===== src/rtl/instr_fetch_unit.sv =====
// rtl/instr_fetch_unit.sv - RISC-V fetch stage: PC owner, in-order imem fetch, instruction buffer
//
// Purpose:
//   Owns the fetch PC and issues word fetches to instruction memory. A credit
//   count (in-flight + buffered <= BUF_DEPTH) keeps the buffer from ever
//   overflowing. Instructions are handed to decode over a valid/ready
//   handshake. A redirect from execute restarts fetch at a new PC and drops
//   every response that belongs to the wrong path.
//
// Optional feature macro: FETCH_MISALIGN_CHECK_EN
//   When defined, a redirect target with bits[1:0] != 0 delivers one entry
//   flagged id_misalign = 1 with a nop word and the raw target PC. Fetch then
//   stays halted until the next redirect. When undefined, target bits[1:0]
//   are cleared before use.
//
// Ports:
//   clk, rst                         clock, synchronous active-high reset
//   imem_req_valid/ready/addr        fetch request channel (word address)
//   imem_rsp_valid/data              in-order fetch responses
//   redirect_valid/pc                one-cycle control-flow change from execute
//   id_valid/ready                   decode handshake
//   id_instr, id_pc, id_pc_plus4     head instruction, its PC, and PC + 4
//   id_misalign                      (macro only) head entry came from a misaligned redirect

module instr_fetch_unit #(
   parameter logic [31:0] RESET_PC  = 32'h0000_0000,
   parameter int          BUF_DEPTH = 2
) (
   input  logic        clk,
   input  logic        rst,
   output logic        imem_req_valid,
   input  logic        imem_req_ready,
   output logic [31:0] imem_req_addr,
   input  logic        imem_rsp_valid,
   input  logic [31:0] imem_rsp_data,
   input  logic        redirect_valid,
   input  logic [31:0] redirect_pc,
   output logic        id_valid,
   input  logic        id_ready,
   output logic [31:0] id_instr,
   output logic [31:0] id_pc,
   output logic [31:0] id_pc_plus4
`ifdef FETCH_MISALIGN_CHECK_EN
   ,
   output logic        id_misalign
`endif
);

   localparam int          PW      = $clog2(BUF_DEPTH);
   localparam int          CW      = PW + 1;
   localparam logic [CW:0] DEPTH_C = (CW+1)'(BUF_DEPTH);

   typedef enum logic [1:0] {IDLE, RUN, FLUSH} state_t;

   state_t        state_q, state_d;
   logic [31:0]   fetch_pc, rsp_pc;
   logic [CW-1:0] inflight, inflight_d;
   logic [CW-1:0] drop_cnt, drop_d;
   logic [CW-1:0] count;
   logic [PW-1:0] rd_ptr, wr_ptr;
   logic [31:0]   buf_instr [BUF_DEPTH];
   logic [31:0]   buf_pc    [BUF_DEPTH];
   logic [CW:0]   used;
   logic          accept, rsp_ok, keep, push, pop;
   logic [31:0]   redir_target;
   logic [31:0]   push_instr, push_pc;

`ifdef FETCH_MISALIGN_CHECK_EN
   localparam logic [31:0] NOP = 32'h0000_0013;
   logic          buf_mis [BUF_DEPTH];
   logic          halted, mis_pend, mis_push, redir_mis, push_mis;
   logic [31:0]   mis_pc;
`endif

   // Credits: every accepted request owns a buffer slot until it is popped
   // or dropped, so the buffer cannot overflow.
   assign used = {1'b0, inflight} + {1'b0, count};

`ifdef FETCH_MISALIGN_CHECK_EN
   assign imem_req_valid = (state_q != IDLE) && (used < DEPTH_C) && !halted;
`else
   assign imem_req_valid = (state_q != IDLE) && (used < DEPTH_C);
`endif
   assign imem_req_addr  = fetch_pc;

   assign id_valid    = (count != '0);
   assign id_instr    = id_valid ? buf_instr[rd_ptr] : 32'd0;
   assign id_pc       = id_valid ? buf_pc[rd_ptr]    : 32'd0;
   assign id_pc_plus4 = id_pc + 32'd4;
`ifdef FETCH_MISALIGN_CHECK_EN
   assign id_misalign = id_valid && buf_mis[rd_ptr];
`endif

   always_comb begin
      state_d    = state_q;
      accept     = imem_req_valid && imem_req_ready;
      // A response with nothing outstanding is a protocol error; ignore it.
      rsp_ok     = imem_rsp_valid && (inflight != '0);
      // A response arriving with a redirect is wrong-path by definition.
      keep       = rsp_ok && (drop_cnt == '0) && !redirect_valid;
      pop        = id_valid && id_ready;
      push       = keep;
      push_instr = imem_rsp_data;
      push_pc    = rsp_pc;
`ifdef FETCH_MISALIGN_CHECK_EN
      redir_target = redirect_pc;
      redir_mis    = (redirect_pc[1:0] != 2'b00);
      // Fetch is halted, so once nothing is outstanding the flagged nop can
      // take a slot in the (just flushed) buffer.
      mis_push     = mis_pend && (inflight == '0) && !redirect_valid;
      push_mis     = mis_push;
      if (mis_push) begin
         push       = 1'b1;
         push_instr = NOP;
         push_pc    = mis_pc;
      end
`else
      redir_target = redirect_pc & 32'hFFFF_FFFC;
`endif
      inflight_d = inflight + CW'(accept) - CW'(rsp_ok);
      // On redirect every outstanding request, including one accepted this
      // cycle, is wrong-path; this equals the next in-flight count.
      if (redirect_valid)
         drop_d = inflight_d;
      else if (rsp_ok && (drop_cnt != '0))
         drop_d = drop_cnt - CW'(1);
      else
         drop_d = drop_cnt;

      case (state_q)
         IDLE:    state_d = RUN;
         RUN:     state_d = RUN;
         FLUSH:   if (drop_d == '0) state_d = RUN;
         default: state_d = IDLE;
      endcase
      if (redirect_valid)
         state_d = (drop_d != '0) ? FLUSH : RUN;
   end

   always_ff @(posedge clk) begin
      if (rst) begin
         state_q  <= IDLE;
         fetch_pc <= RESET_PC;
         rsp_pc   <= RESET_PC;
         inflight <= '0;
         drop_cnt <= '0;
         count    <= '0;
         rd_ptr   <= '0;
         wr_ptr   <= '0;
`ifdef FETCH_MISALIGN_CHECK_EN
         halted   <= 1'b0;
         mis_pend <= 1'b0;
         mis_pc   <= 32'd0;
`endif
      end else begin
         state_q  <= state_d;
         inflight <= inflight_d;
         drop_cnt <= drop_d;
         if (redirect_valid) begin
            // Any pop this cycle is subsumed by the flush.
            fetch_pc <= redir_target;
            rsp_pc   <= redir_target;
            count    <= '0;
            rd_ptr   <= '0;
            wr_ptr   <= '0;
`ifdef FETCH_MISALIGN_CHECK_EN
            halted   <= redir_mis;
            mis_pend <= redir_mis;
            mis_pc   <= redirect_pc;
`endif
         end else begin
            if (accept) fetch_pc <= fetch_pc + 32'd4;
            if (keep)   rsp_pc   <= rsp_pc + 32'd4;
            if (push)   wr_ptr   <= wr_ptr + PW'(1);
            if (pop)    rd_ptr   <= rd_ptr + PW'(1);
            if (push && !pop)
               count <= count + CW'(1);
            else if (pop && !push)
               count <= count - CW'(1);
`ifdef FETCH_MISALIGN_CHECK_EN
            if (mis_push) mis_pend <= 1'b0;
`endif
         end
      end
   end

   // Buffer storage needs no reset: id_* are gated by id_valid.
   always_ff @(posedge clk) begin
      if (!rst && !redirect_valid && push) begin
         buf_instr[wr_ptr] <= push_instr;
         buf_pc[wr_ptr]    <= push_pc;
`ifdef FETCH_MISALIGN_CHECK_EN
         buf_mis[wr_ptr]   <= push_mis;
`endif
      end
   end

endmodule

===== config.mk =====
export PLATFORM = sky130hd
export DESIGN_NAME = instr_fetch_unit
export DESIGN_NICKNAME = d
export VERILOG_FILES = /design/src/rtl/instr_fetch_unit.sv
export SDC_FILE = /design/constraint.sdc
export NUM_CORES = 1
export LEC_CHECK = 0
export CORE_MARGIN = 2
export CORE_UTILIZATION = 24
export CTS_CLUSTER_SIZE = 40
export DETAILED_ROUTE_END_ITERATION = 7
export PLACE_DENSITY = 0.51
export SLEW_MARGIN = 20
export SYNTH_ARGS = -nofsm -noshare
export SYNTH_HDL_FRONTEND = slang
export SYNTH_SLANG_ARGS = --single-unit

===== constraint.sdc =====
create_clock -name clk -period 9.8 [get_ports clk]
set_input_delay 1.47 -clock clk [delete_from_list [all_inputs] [get_ports clk]]
set_output_delay 1.47 -clock clk [all_outputs]
set_load 0.01 [all_outputs]

== After elaboration in Yosys (flattened, before gate mapping) ==
Memory sizes are Yosys's and may differ from the RTL's. A register that Yosys moved wholly into a read port is not among the register bits.
Index checks and enable logic that the tools add are counted.
Word-level totals
  RAM bits: 128
  bits of input ports: 70
  memories kept: 2
  word-level logic and storage cells: 75
  output and inout port bits: 130
  register bits: 74
Memory list
  buf_instr: depth 2, width 32, read ports 1, clocked after memory_dff 1, write ports 1, RTL line 61  | logic [31:0] buf_instr [BUF_DEPTH];
  buf_pc: depth 2, width 32, read ports 1, clocked after memory_dff 1, write ports 1, RTL line 62  | logic [31:0] buf_pc [BUF_DEPTH];
Operators by class
  equality and inequality tests: 3
  reductions and logical operators: 28
  multiplexer cells: 20
  add/sub/neg operators: 11
  order comparisons: 1
Operators by type and width (count)
  32-bit 2-to-1 mux: 6
  32-bit by 3-bit adder with 32-bit output, second input constant: 3
  2-bit nonzero test: 8
  2-bit 2-to-1 mux: 7
  1-bit logical AND: 11
  2-bit zero test: 3
  1-bit 2-to-1 mux: 6
  1-bit zero test: 4
  2-bit one-hot mux with 2 select lines: 1
  2-bit OR reduction: 2
  2-bit by 1-bit subtractor with 2-bit output, second input constant: 2
  2-bit by 2-bit adder with 3-bit output: 1
  3-bit by 2-bit < comparator with 1-bit output, second input constant: 1
  3-bit != test, second input constant: 1
  1-bit adder, second input constant: 2
  2-bit by 1-bit adder with 2-bit output: 1
  2-bit by 1-bit adder with 2-bit output, second input constant: 1
  2-bit by 1-bit equality test with 1-bit output, second input constant: 1
  2-bit equality test, second input constant: 1
  2-bit by 1-bit subtractor with 2-bit output: 1

== Logic depth before layout (Yosys ltp) ==
Gate-level depths: netlist of the first run.
  word-level depth: 11
  depth in mapped cells: 12
  depth with buffers taken out: 12

== Worst setup path after synthesis of the first run ==
Ideal clock, no wire load.
  kind: input -> register
  from: input redirect_valid
  to: memory buf_instr[1][0] (enable)
  setup slack: 782 ps
  data required time: 9143 ps
  stages: 3
  setup time: 657 ps
  arrival time: 8361 ps
  cells stage by stage: clkbuf_1 clkbuf_1 nor4b_1
On the way
  cells in the longest elaborated chain, start to end: 5
  elaborated cells between the ends (all ways): 6
  those cells by class: 2 x mux; 4 x reduce/logical
Ends and longest elaborated chain
  start: declaration: RTL line 36  | input logic redirect_valid,
  1-bit zero test (*): RTL line 100, 189
  1-bit logical AND, on equally long branches: RTL line 189, 100
  1-bit logical AND (*): RTL line 189  | if (!rst && !redirect_valid && push) begin
  1-bit 2-to-1 mux (*): RTL line 189
  1-bit 2-to-1 mux (implied by the code) (*): RTL line 190  | buf_instr[wr_ptr] <= push_instr;
  end: declaration: RTL line 61
Mark *: on every way between the ends. The rest lies on a longest branch, timed or not.

==> reports/qor.txt, run 1 <==
Status = complete, no violations
Final core utilization = 32.4%
Synth Area in Adders = 1.17%
CP Class = register to primary output
Synthesis-stage register bit count = 195
Yosys top cell area share = 40.4%
Layout area overhead = 32.7%
I/O Buffers = 191
Residual DRC = 0
PwrDens = 164 nW/µm²
F_max = 166 MHz
Worst-skew pair later-pin latency = 0.44 ns
# setup viols final = 0
Worst slew pin tran = 0.943 ns
GRT Total Usage = 12.7%
Synth area leader = edfxtp_1
Asr flop ratio synth = 0%
Global-route wire length before repair = 38300 µm
CTS resizes = 0
Number of synthesized flops with an enable pin = 124
H-tree depth = 4
Worst-path maximum fanout = 48
Worst Skew = 0.0143 ns
WHS = 0.479 ns
Synth area leaders = edfxtp_1 40%, dfxtp_1 15%, mux2i_1 6.8%
Antenna violations before repair = 0
Largest net degree at the start of global routing = 75
CTS sink count = 195
Post-CTS Setup Bufs = 0
DRT iter0 DRCs = 336
Setup TNS = 0 ns
Slew headroom = 37.1%
Register area share after synthesis = 55.9%
Post-CTS Hold Buffers = 0
Post-DR vias/cell = 4.34
Vias = 6499
CP endpoint kind = primary output
Yosys warning total = 0
Layout filler cell count = 3865
Reg clk slew, reported paths = 0.08 ns
Lkg Pwr = 0.00406 µW
Post-synthesis simple-gate area fraction = 14.8%
Hold Path Stages = 1
Final hold vios = 0
Cell Area, Synth = 9210 µm²
Fraction of layout cells with a size suffix above 1 = 7.79%
WP data required = 8.33 ns
GPL Wtd Cong = 0.718
Synth cell types = 56
Critical Path AT = 4.54 ns
Largest family of logic cells by synthesized area = simple AND/OR/NAND/NOR gates
Post-DR wirelength/cell = 16.7 µm
Main synth FF type = edfxtp_1
Post-Synthesis Cells = 793
N_diodes = 0
Post-route ant nets = 0
Total gr overflow = 0
TritonCTS Buffers = 17
Initial Util = 24.4%
Clock period minus worst slack = 6.01 ns
Most frequent cells after synthesis = 124 x edfxtp_1, 72 x xor2_1, 71 x dfxtp_1, 70 x nor2_1, 63 x mux2i_1
Max-Cap Viols = 0
Die Area = 40000 µm²
Vias in the first global route = 6525
Final nets = 1053
Post-DP HPWL = 17800 µm
Final Slew Violations = 0
Drt first pass iters = 6
Most common cell in the synthesized netlist = edfxtp_1
Hold WC Path Type = register to register
Clock buffer depth = 2
Syn avg cell area = 11.6 µm²
Total Wirelength = 25000 µm
R2R setup slack = 6.79 ns
DIE WIDTH = 200 µm
Final Cycle Share = 61.3%
Mux share of post-synthesis cell area = 6.97%
Core area = 37800 µm²
CP startpoint kind = register
RSZ-0062 raised after global routing = false
Row cnt = 71
Worst reg-to-reg path cell count = 12
I/O Pins = 200
CTS root buf = clkbuf_16
Xor/xnor share of the synthesized area = 8.65%
TritonCTS clock tree = yes
Chip height = 200 µm
VDD IR max = 99.7 µV
Synth Area in Compound Gates = 8.34%
## worst paths after layout
kind,startpoint,end
min reg2reg,state_q[0]$_SDFFE_PP0P_,state_q[0]$_SDFFE_PP0P_
max reg2reg,count[0]$_SDFFE_PP0P_,state_q[0]$_SDFFE_PP0P_
max,register,id_pc_plus4[22]
min,state_q[0]$_SDFFE_PP0P_,state_q[0]$_SDFFE_PP0P_
## critical path, stage by stage (launching register included)
cell and delay, ns:
dfxtp_4 0.66, buf_4 0.70, mux2i_1 0.21, or2_2 0.32, inv_1 0.08, ha_1 0.19, nor4b_4 0.30, nand4_2 0.37
nor4_2 0.36, xor2_1 0.20, clkdlybuf4s50_1 0.60
## cells by family after synthesis
logic type      after synthesis
compound gates              108
xor+xnor                     91
fa+ha+maj                     8
buf+inv                      83
flops                       195
mux                          64
other cells                   1
simple gates                243
## metal layers
layer	share of wire [%]	up-vias	global-route usage, %
met5	0	-	0
met4	0.54	0	2.72
met3	6.9	8	3.73
met2	42	181	18.6
met1	51	3110	18.3
li1	-	3200	-
## cells in the final DEF, fill, tap and decap left out, types with 3 or more instances in the layout
cell	count
nor4_2	9
a211oi_2	3
nor2_2	3
conb_1	6
xnor2_1	19
nand3_1	34
clkdlybuf4s50_1	191
nand4_2	3
and2_1	6
edfxtp_1	124
nand2_1	25
inv_1	39
and4_1	4
buf_4	11
nor2_1	69
nor2b_1	4
clkbuf_16	17
mux2i_1	63
nand4_1	29
nor4_1	3
or3_1	3
and3_1	10
nand3b_1	6
nor3_1	20
inv_6	6
xor2_1	72
a21oi_1	31
o21ai_0	4
dfxtp_1	70
ha_1	7
a31oi_1	3
o21bai_1	3
a21boi_0	50
## stage by stage
stage | power [µW] | cells | cell area (µm²) | setup WS [ns]
after floorplan | 1180 | 798 | 9230 | 0.782
after global placement | 1360 | 1467 | 11700 | 4.29
after detailed placement | 1370 | 1467 | 11700 | 4.18
after CTS | 2040 | 1499 | 12200 | 3.67
after global routing | 2110 | 1499 | 12200 | 3.43
final | 2010 | 1499 | 12200 | 3.79
## power by group
| group | internal, µW | switching, µW | leakage [µW] | total (µW) |
|---|---|---|---|---|
| logic | 183 | 194 | 0.00208 | 376 |
| registers | 921 | 44.7 | 0.00172 | 966 |
| clock network | 332 | 334 | 0.000267 | 666 |
## state kept, by name (all words and copies together) (netlist names), named ones only
name / cells
inflight: 2
drop_cnt: 2
count: 2
buf_pc: 60
rd_ptr: 1
state_q: 2
push_pc: 30
imem_req_addr: 30
wr_ptr: 1
buf_instr: 64
## cell type report
class	instances	area (µm²)	area share [%]
Clock buffer	17	425	3.48
Timing Repair Buffer	202	1990	16.3
Tap cell	511	639	5.23
Clock inverter	15	119	0.973
Inverter	39	146	1.20
Sequential cell	195	5150	42.1
Multi-Input combinational cell	520	3750	30.7
Note: power is estimated with default switching activity, not from simulation.
==> run 2, diff against run 1 <==
- PLACE_DENSITY: 0.51 -> 0.52
- clock period: 9.8 -> 5.1 ns (I/O delays scaled with it)
==> run 2 against run 1 <==
- worst hold slack better by 0.0016 ns
- sequential share of layout area down 0.11 points
- setup slack worse by 3.2 ns
- via count up 0.46%
- clock-buffer cell count up 3
- first-iteration DRC count down 24%
- critical path type unchanged
- critical endpoint is now id_pc_plus4[30]
- largest power group unchanged
- highest routed layer unchanged
==> reports/qor.txt, run 2 (same netlist as run 1, synthesis figures left out) <==
Status = complete, no violations
Power Total = 3870 µW
Worst reg-to-reg path cell count = 12
R2R setup slack = 2.18 ns
Max-Cap Viols = 0
TritonCTS clock tree = yes
Biggest regs = buf_instr (64), buf_pc (60)
H-tree depth = 4
Slowest-stage cell, CP = buf_4
Final Slew Violations = 0
Post-CTS Setup Bufs = 0
Hold WC Path Type = register to register
CTS resizes = 0
Layout filler cell count = 3846
Antenna violations before repair = 0
Global-route wire length before repair = 38200 µm
CP startpoint kind = register
Reg2reg end = state_q[0]$_SDFFE_PP0P_
Reg with most FFs = buf_instr
Fraction of layout cells with a size suffix above 1 = 7.86%
RSZ-0062 raised after global routing = false
PwrDens = 316 nW/µm²
CP endpoint kind = primary output
Post-CTS Hold Buffers = 0
GPL Wtd Cong = 0.759
Max FFs per register = 64
Post-DR vias/cell = 4.34
F_max = 224 MHz
Hold Path Stages = 1
Core area = 37800 µm²
Worst-path maximum fanout = 45
Worst hold path endpoint = state_q[0]$_SDFFE_PP0P_
Reg clk slew, reported paths = 0.07 ns
TritonCTS Buffers = 17
Cell Area, Placed = 11700 µm²
Die Area = 40000 µm²
Total Wirelength = 25200 µm
Worst slew pin tran = 0.905 ns
Slew headroom = 39.6%
VDD IR max = 225 µV
Lkg Pwr = 0.00407 µW
Critical Path AT = 3.70 ns
Hold path start = state_q[0]$_SDFFE_PP0P_
Commonest non-fill, non-tap cell in the layout = clkdlybuf4s50_1
CTS root buf = clkbuf_16
Most frequent cells in the layout = 191 x clkdlybuf4s50_1, 124 x edfxtp_1, 72 x xor2_1
Initial Util = 24.4%
Final hold vios = 0
Post-route ant nets = 0
Final Cycle Share = 87.6%
Drt first pass iters = 4
Worst-skew pair later-pin latency = 0.43 ns
DRT iter0 DRCs = 257
Buf/Inv on CP = 2
CP top delay family = buffers and inverters
# setup viols final = 0
Fin area = 12300 µm²
Clock buffer depth = 2
Residual DRC = 0
Chip height = 200 µm
CTS sink count = 195
Largest net degree at the start of global routing = 63
GRT Total Usage = 12.6%
Crit-path max cell delay = 0.63 ns
I/O Buffers = 191
Total gr overflow = 0
DIE WIDTH = 200 µm
WP data required = 4.34 ns
Vias = 6529
Layout area overhead = 33.0%
I/O Pins = 200
Worst Skew = 0.00756 ns
Post-DP HPWL = 17900 µm
Vias in the first global route = 6349
Final nets = 1057
Reg-to-Reg Start = count[0]$_SDFFE_PP0P_
Post-DR wirelength/cell = 16.7 µm
Crit path cell chain = buf_4 > nand3_1 > a211oi_4 > nand4_2 > nor4_2 > xor2_1 > clkdlybuf4s50_1
N_diodes = 0
Row cnt = 71
CP Class = register to primary output
Clock period minus worst slack = 4.47 ns
==> run 2: where the power goes <==
part           internal (µW)  switching [µW]  total, µW
logic                    353             369        722
clock network            676             615       1290
registers               1770            84.3       1860
total                   2800            1070       3870
==> run 2: how the worst max path moves through the flow <==
stage	start	to	slack, ns	depth (start not counted)
after floorplan	redirect_valid	buf_instr[1][0]$_DFFE_PP_	-0.08	3
final	register	id_pc_plus4[30]	0.63	7
after CTS	register	id_pc_plus4[30]	0.54	7
after detailed placement	register	id_pc_plus4[30]	1.03	7
after global placement	register	id_pc_plus4[30]	1.11	7
after global routing	register	id_pc_plus4[30]	0.38	7
==> run 2: routing by layer <==
metal  vias up  part of all wire [%]  GRT usage, %
met3        11                   7.5          3.70
met5         -                     0             0
li1       3216                     -             -
met2       188                    41          18.2
met1      3114                    50          18.6
met4         0                  0.62          2.72
==> run 2: cell type report <==
class	instances	area, µm²	area share, %
inverter	39	146	1.19
clock buffer	20	437	3.56
sequential	195	5150	42.0
timing repair buffer	206	2020	16.5
clock inverter	12	109	0.889
tap	511	639	5.22
multi-input combinational	520	3750	30.6
==> run 2: stage by stage <==
stage,utilization (%),setup TNS [ns],setup WS [ns],instances,hold slack (ns)
final,32.4,0,0.630,1503,0.481
after global routing,32.4,0,0.379,1503,0.492
after CTS,32.4,0,0.541,1503,0.479
after detailed placement,31.0,0,1.03,1471,0.466
after global placement,31.0,0,1.11,1471,0.455
after floorplan,-,-9.37,-0.0806,798,0.434
==> run 3, diff against run 2 <==
- SLEW_MARGIN: 20 -> not set
==> results of run 3 <==
Final layout, timing and power as in run 2 (identical DEF).
